<file path="src/rtl/calc_pkg.sv">
// Shared lane indices and FSM state encoding for the operand router.
package calc_pkg;

  localparam int DEST_ALU = 0;
  localparam int DEST_MUL = 1;
  localparam int DEST_DIV = 2;
  localparam int DEST_SQR = 3;

  typedef logic [0:0] state_t;

  localparam state_t ST_IDLE = 1'b0;
  localparam state_t ST_HOLD = 1'b1;

endpackage

</file>
<file path="src/rtl/router_lane.sv">
// One destination lane: holds an operand (optionally bit-reversed) until its
// consumer takes it; an empty lane drives zero data.
module router_lane #(
  parameter int WIDTH = 8,
  parameter bit REV   = 1'b0
) (
  input  logic             clk,
  input  logic             rst_n,
  input  logic             flush,
  input  logic             load_en,
  input  logic [WIDTH-1:0] load_data,
  input  logic             dst_ready,
  output logic             dst_valid,
  output logic [WIDTH-1:0] dst_data
);

  logic             valid_d, valid_q;
  logic [WIDTH-1:0] data_d, data_q;
  logic [WIDTH-1:0] lane_data_s;

  // Operand as this lane stores it
  always_comb begin
    lane_data_s = {WIDTH{1'b0}};
    for (int b = 0; b < WIDTH; b++) begin
      lane_data_s[b] = REV ? load_data[WIDTH-1-b] : load_data[b];
    end
  end

  // Next valid/data: flush beats load, load only ever hits an empty lane
  always_comb begin
    valid_d = valid_q;
    data_d  = data_q;
    if (flush) begin
      valid_d = 1'b0;
      data_d  = {WIDTH{1'b0}};
    end else if (load_en) begin
      valid_d = 1'b1;
      data_d  = lane_data_s;
    end else if (valid_q && dst_ready) begin
      valid_d = 1'b0;
      data_d  = {WIDTH{1'b0}};
    end else begin
      valid_d = valid_q;
      data_d  = data_q;
    end
  end

  // Lane registers
  always_ff @(posedge clk or negedge rst_n) begin
    if (!rst_n) begin
      valid_q <= 1'b0;
      data_q  <= {WIDTH{1'b0}};
    end else begin
      valid_q <= valid_d;
      data_q  <= data_d;
    end
  end

  assign dst_valid = valid_q;
  assign dst_data  = data_q;

endmodule

</file>
<file path="src/rtl/operand_router.sv">
// Routes one operand at a time to a single lane or all lanes and waits in HOLD
// until every loaded lane has been consumed.
module operand_router
  import calc_pkg::*;
#(
  parameter int              WIDTH    = 8,
  parameter int              NDEST    = 4,
  parameter logic [NDEST-1:0] REV_MASK = 4'b0100,
  localparam int             SELW     = (NDEST > 1) ? $clog2(NDEST) : 1
) (
  input  logic                   clk,
  input  logic                   rst_n,
  input  logic                   load_valid,
  output logic                   load_ready,
  input  logic [WIDTH-1:0]       load_data,
  input  logic [SELW-1:0]        load_sel,
  input  logic                   load_bcast,
  input  logic                   flush,
  output logic [NDEST-1:0]       dst_valid,
  input  logic [NDEST-1:0]       dst_ready,
  output logic [NDEST*WIDTH-1:0] dst_data,
  output logic                   busy,
  output logic                   err_sel
);

  state_t           state_d, state_q;
  logic             err_sel_d, err_sel_q;
  logic             accept_s;
  logic             sel_ok_s;
  logic [NDEST-1:0] lane_load_s;
  logic [NDEST-1:0] pending_s;

  // Ready depends only on registered state, flush and reset, never on dst_ready
  assign load_ready = rst_n && (state_q == ST_IDLE) && !flush;
  assign accept_s   = load_valid && load_ready;
  assign sel_ok_s   = load_bcast || (32'(load_sel) < 32'(NDEST));
  assign pending_s  = dst_valid & ~dst_ready;

  for (genvar g = 0; g < NDEST; g++) begin : g_lane
    assign lane_load_s[g] = accept_s && (load_bcast || (load_sel == SELW'(g)));

    router_lane #(
      .WIDTH (WIDTH),
      .REV   (REV_MASK[g])
    ) u_lane (
      .clk       (clk),
      .rst_n     (rst_n),
      .flush     (flush),
      .load_en   (lane_load_s[g]),
      .load_data (load_data),
      .dst_ready (dst_ready[g]),
      .dst_valid (dst_valid[g]),
      .dst_data  (dst_data[g*WIDTH +: WIDTH])
    );
  end

  // FSM next state and the out-of-range select pulse
  always_comb begin
    state_d   = state_q;
    err_sel_d = 1'b0;
    if (flush) begin
      state_d = ST_IDLE;
    end else begin
      err_sel_d = accept_s && !sel_ok_s;
      case (state_q)
        ST_IDLE: state_d = (accept_s && sel_ok_s) ? ST_HOLD : ST_IDLE;
        ST_HOLD: state_d = (pending_s == {NDEST{1'b0}}) ? ST_IDLE : ST_HOLD;
        default: state_d = ST_IDLE;
      endcase
    end
  end

  // Control registers
  always_ff @(posedge clk or negedge rst_n) begin
    if (!rst_n) begin
      state_q   <= ST_IDLE;
      err_sel_q <= 1'b0;
    end else begin
      state_q   <= state_d;
      err_sel_q <= err_sel_d;
    end
  end

  assign busy    = (state_q == ST_HOLD);
  assign err_sel = err_sel_q;

endmodule

</file>
<file path="config.mk">
export PLATFORM = sky130hd
export DESIGN_NAME = operand_router
export DESIGN_NICKNAME = d
export VERILOG_FILES = /design/src/rtl/calc_pkg.sv /design/src/rtl/router_lane.sv /design/src/rtl/operand_router.sv
export SDC_FILE = /design/constraint.sdc
export NUM_CORES = 1
export LEC_CHECK = 0
export ABC_AREA = 1
export CAP_MARGIN = 20
export CORE_AREA = 4 4 66 68
export CTS_BUF_LIST = sky130_fd_sc_hd__clkbuf_8
export DETAILED_ROUTE_END_ITERATION = 8
export DIE_AREA = 0 0 70 72
export PLACE_DENSITY = 0.78
export SLEW_MARGIN = 10
export SYNTH_ARGS = -nofsm -noshare
export SYNTH_HDL_FRONTEND = slang
export SYNTH_SLANG_ARGS = --single-unit
</file>
<file path="constraint.sdc">
create_clock -name clk -period 1.2 [get_ports clk]
set_input_delay 0.18 -clock clk [delete_from_list [all_inputs] [get_ports clk]]
set_output_delay 0.18 -clock clk [all_outputs]
set_load 0.1 [all_outputs]
</file>
==> results of run 1 <==
## through the flow
stage | hold WS [ps] | std cells
6_report | 483 | 310
5_1_grt | 488 | 310
4_1_cts | 466 | 309
3_5_place_dp | 324 | 297
3_3_place_gp | 318 | 297
2_1_floorplan | -116 | 185
## where the power goes
part           switching (mW)  total (mW)  internal [mW]  leakage [nW]
sequential             0.0637        1.37           1.30         0.506
combinational           0.683        1.06          0.373         0.895
clock                   0.446       0.965          0.519        0.0542
total                    1.19        3.39           2.19          1.45
## flip-flops by register name, indices dropped and copies added (netlist names)
signal                   cells
g_lane.u_lane.dst_data      32
g_lane.u_lane.dst_valid      4
busy                         1
## repair_timing
action,CTS,global route
endpoints found under the setup margin,38,39
cloned,1,0
hold buffers,1,0
buffers inserted,2,1
pin swaps,2,0
hold endpoints to repair,2,0
gates resized for setup,3,6
## layout by cell type, fill, tap and decap left out, drive strengths merged
| cell type | Yosys | layout |
|---|---|---|
| clkbuf | 0 | 7 |
| buf | 8 | 56 |
| o21ai | 5 | 5 |
| nand2 | 61 | 61 |
| nor2 | 3 | 3 |
| dlygate4sd3 | 0 | 1 |
| clkinv | 0 | 1 |
| dfrtp | 37 | 37 |
| a21oi | 5 | 5 |
| or2 | 1 | 1 |
| conb | 1 | 1 |
| clkdlybuf4s50 | 0 | 17 |
| inv | 11 | 11 |
| nand3 | 53 | 54 |
## tightest hold or removal path, stage by stage
cell and delay [ps]:
buf_2 130, nand2_4 90, nor2_8 40, buf_4 130, nand2_4 100, a21oi_2 60
## area by class of cell
cell class / count / area, sq um
clock buffers: 7 / 96.3
clock inverters: 1 / 5.00
fillers: 263 / 936
inverters: 11 / 48.8
multi-input cells: 130 / 684
flip-flops and latches: 37 / 930
well taps: 50 / 62.6
repair buffers: 74 / 1090
## metal layers
| metal | vias up | GRT usage | share of wire |
|---|---|---|---|
| met1 | 750 | 0.248 | 0.41 |
| met2 | 65 | 0.340 | 0.51 |
| met5 | - | 0 | 0 |
| met3 | 10 | 0.0651 | 0.069 |
| li1 | 753 | - | - |
| met4 | 0 | 0.0766 | 0.019 |
## kinds of logic after synthesis
kind of cell,Yosys count
simple gates,118
buf+inv,19
other cells,1
compound gates,10
flops,37
## path summary, 6_finish.rpt
check / startpoint / end / slack (ps) / cells after the start
worst max-delay path: busy / load_ready / -210 / 4
worst min-delay path: rst_n / busy / 480 / 6
worst max register to register: busy / g_lane[0].u_lane.dst_data[7] / -180 / 8
worst min register to register: g_lane[0].u_lane.dst_data[2] / g_lane[0].u_lane.dst_data[2] / 560 / 2
max in group asynchronous: rst_n / busy / 300 / 3
min in group asynchronous: rst_n / g_lane[2].u_lane.dst_valid / 550 / 3
==> metrics.csv, run 1 <==
metric,value,unit
ant_nets,0,
drt-initial-drc-count,91,
drv_slew,0,
cts.clk_slew.worst_paths,70,ps
drive_gt1_frac,0.315,
n_antenna_cell,0,
start_util,0.432,
final_area,0.00292,sq mm
max_freq,0.711,GHz
post-route-min-period,1410,ps
drt_pass1_iterations,4,
synth_xor_area_frac,0,
crit_arrival,1230,ps
leakagePower,1.45,nW
finalHoldViolations,0,
antenna_found_initial,0,
drc,0,
synth_top_cells_by_area,"dfrtp_1 56%, nand3_1 15%, nand2_1 13%",
crit_type,register to primary output,
routed_wirelength,4.87,mm
layout.nets,278,
hp-class,input pin to register,
synth_common_cells,"57 x nand2_1, 49 x nand3_1, 37 x dfrtp_1",
critPathMaxFanout,3,
crit_path_top_delay_cell,dfrtp_4,
yosys.area_share.adder,0,
yosysTopAreaCell,dfrtp_1,
placed_area,0.00273,sq mm
area_growth,75.2,%
die_width,70,microns
synth-simple-area-share,0.347,
die_h,72,microns
cts_root_buffer,clkbuf_8,
die-area,0.00504,sq mm
clock-sinks,37,
required,1020,ps
htree_levels,2,
maxCapViolCount,0,
synth.area.mux_share,0,
path_buf_inv,2,
routedWlPerCell,15.7,microns
grt_pass1_wl,7.89,mm
numCtsBuffers,5,
worstSetupEndpointType,primary output,
gp_congestion,0.754,
setup_slack,-206,ps
critPathTopFamily,flip-flops,
fp-row-count,23,
cellPowerDensity,1160,mW/mm^2
ys_warn_count,0,
synth_edf_count,0,
violations,setup timing,
vias,1578,
overflow,0,
p_total,3.39,mW
grt_max_degree,38,
syn-cell-area,0.00167,sq mm
finalCritPeriodShare,1.17,
rsz0062_at_grt,true,
numPortBuffers,56,
synth.most_common_cell,nand2_1,
ys_types,20,
yosys_most_used_dff,dfrtp_1,
async_flop_share,1.00,
synth_top_area_frac,0.556,
place_hpwl,3.52,mm
setup_viol,37,
coreArea,0.00386,sq mm
final.setup.tns,-4780,ps
utilization,0.757,
cts.path.max_buffers,2,
ir_drop,0.000737,V
via_per_inst,5.09,
synth_top_family_by_area,simple AND/OR/NAND/NOR gates,
crit_chain,inv_4 -> nand2_4 -> nor2_8 -> buf_12,
slew_headroom,0.579,
slowest_delay,500,ps
ys_seq_area_frac,0.556,
syn-num-nets,204,
track_usage,0.204,
status,"complete, but fails checks",
cts_tree,built,
cp-start-kind,register,
clock_latency,300,ps
synth_compound_area_frac,0.0300,
pre_cts_ws,-338,ps
skew,6.89,ps
syn_avg_cell_area,9.01,sq um
grt_pass1_vias,1598,
ys_ff_latch,37,
boundaryPins,58,
syn_inst,185,
worst_pin_slew,631,ps
No activity file was read; power rests on OpenSTA's default activity.
==> run 2, diff against run 1 <==
Settings changed: HOLD_SLACK_MARGIN set to 0.1.
Clock period 1.2 ns to 1.6 ns, I/O delays scaled along.
==> run 2 against run 1 <==
Against the previous run:
- the flow now finishes without violations
- first-iteration DRC count increased by 49%
- sequential power decreased by 25%
- design area decreased by 3.6%
- sequential cell count unchanged
- clock skew decreased by 4.8 ps
- critical path type unchanged
==> metrics.csv, run 2 (same netlist as run 1, synthesis figures left out) <==
metric,value,unit
status,completed,
finalHoldViolations,0,
boundaryPins,58,
n_antenna_cell,0,
cts_tree,built,
leakagePower,1.42,nW
track_usage,0.190,
routedWlPerCell,15.7,microns
ant_nets,0,
hp-class,input pin to register,
hold_end,busy,
power.switching,884,uW
n_fill_cell,278,
grt_max_degree,38,
largest_reg_flops,32,
antenna_found_initial,0,
numCtsBuffers,5,
crit_arrival,1300,ps
skew,2.12,ps
post-route-min-period,1540,ps
regToRegSetupSlack,150,ps
worstSetupEndpointType,primary output,
placed_area,0.00268,sq mm
die_width,70,microns
cts_resized,0,
die_h,72,microns
die-area,0.00504,sq mm
drt-initial-drc-count,136,
combPwrFrac,0.314,
swShare,0.365,
critPathMaxFanout,6,
slew_headroom,0.570,
worst_pin_slew,646,ps
grt_pass1_wl,7.36,mm
cts.clk_slew.worst_paths,70,ps
drc,0,
p_total,2.42,mW
numPortBuffers,56,
overflow,0,
start_util,0.432,
maxCapViolCount,0,
coreArea,0.00386,sq mm
drv_slew,0,
max_freq,0.648,GHz
clock_latency,290,ps
seqPwrFrac,0.424,
cellPowerDensity,861,mW/mm^2
drive_gt1_frac,0.290,
fp-row-count,23,
grt_pass1_vias,1499,
cts_root_buffer,clkbuf_8,
rsz0062_at_grt,false,
layout.nets,273,
clockPowerShare,0.261,
setup_viol,0,
htree_levels,2,
finalCritPeriodShare,0.964,
power.internal,1.54,mW
holdPathStages,6,
crit_type,register to primary output,
drt_pass1_iterations,4,
cts.path.max_buffers,2,
via_per_inst,5.08,
area_growth,68.8,%
final_area,0.00281,sq mm
r2r_end,g_lane[1].u_lane.dst_data[0],
mostFrequentLayoutCells,"57 x nand2_1, 49 x nand3_1, 39 x buf_12, 36 x dfrtp_1, 17 x clkdlybuf4s50_1",
cp-start-kind,register,
gp_congestion,0.839,
vias,1548,
ir_drop,0.000498,V
clock-sinks,37,
place_hpwl,3.35,mm
routed_wirelength,4.78,mm
min_from,rst_n,
rr_worst_depth,8,
worstReg2RegStart,busy,
required,1360,ps
layout_commonest_cell,nand2_1,
-- run 2: through the flow --
step	util	setup TNS [ps]	setup WS, ps	hold WS [ps]	std cells
after floorplan	-	-3310	-112	-55.6	185
after global placement	0.696	0	7.76	374	291
after detailed placement	0.696	-213	-31.6	377	291
after CTS	0.720	0	9.64	407	300
after global routing	0.730	0	14.2	548	305
final	0.730	0	57.6	545	305
-- run 2: layout make-up --
type	count	area, sq um	share of cell area
timing repair buffer	70	1060	0.375
sequential	37	930	0.330
multi-input combinational	129	637	0.226
clock buffer	5	68.8	0.0245
tap	50	62.6	0.0222
inverter	11	46.3	0.0165
clock inverter	3	13.8	0.00489
-- run 2: critical path, stage by stage, from the launching register on --
cell and delay, ps:
dfrtp_4 500, inv_2 80, nand2_4 60, nor2_8 170, buf_12 190
-- run 2: power groups by stage --
stage               Combinational (mW)  Clock, mW  Sequential (mW)
global placement                 0.737          0             1.04
detailed placement               0.748          0             1.04
floorplan                        0.182          0             1.28
global route                     0.788      0.685             1.03
finish                           0.761      0.633             1.03
CTS                              0.751      0.650             1.03
-- run 2: what timing repair did --
item	in CTS	in global routing
endpoints found under the hold margin	37	0
gates cloned	0	0
hold buffers	1	0
setup endpoints to repair	1	1
setup buffers	0	5
pin swaps	1	1
-- run 2: layer usage --
metal  track usage  vias to the layer above  part of all wire
met3        0.0526                       13             0.069
met2         0.315                       70              0.50
met4        0.0915                        0             0.026
met1         0.231                      725              0.40
li1              -                      740                 -
met5             0                        -                 0
-- run 2: worst max path at each step --
stage | from | to | slack (ps) | cells past startpoint
after CTS | busy | load_ready | 10 | 4
after global placement | flush | g_lane[2].u_lane.dst_data[3] | 8 | 5
final | busy | load_ready | 60 | 4
after global routing | busy | load_ready | 10 | 4
after floorplan | busy | g_lane[1].u_lane.dst_data[1] | -110 | 8
after detailed placement | flush | g_lane[1].u_lane.dst_data[4] | -30 | 5
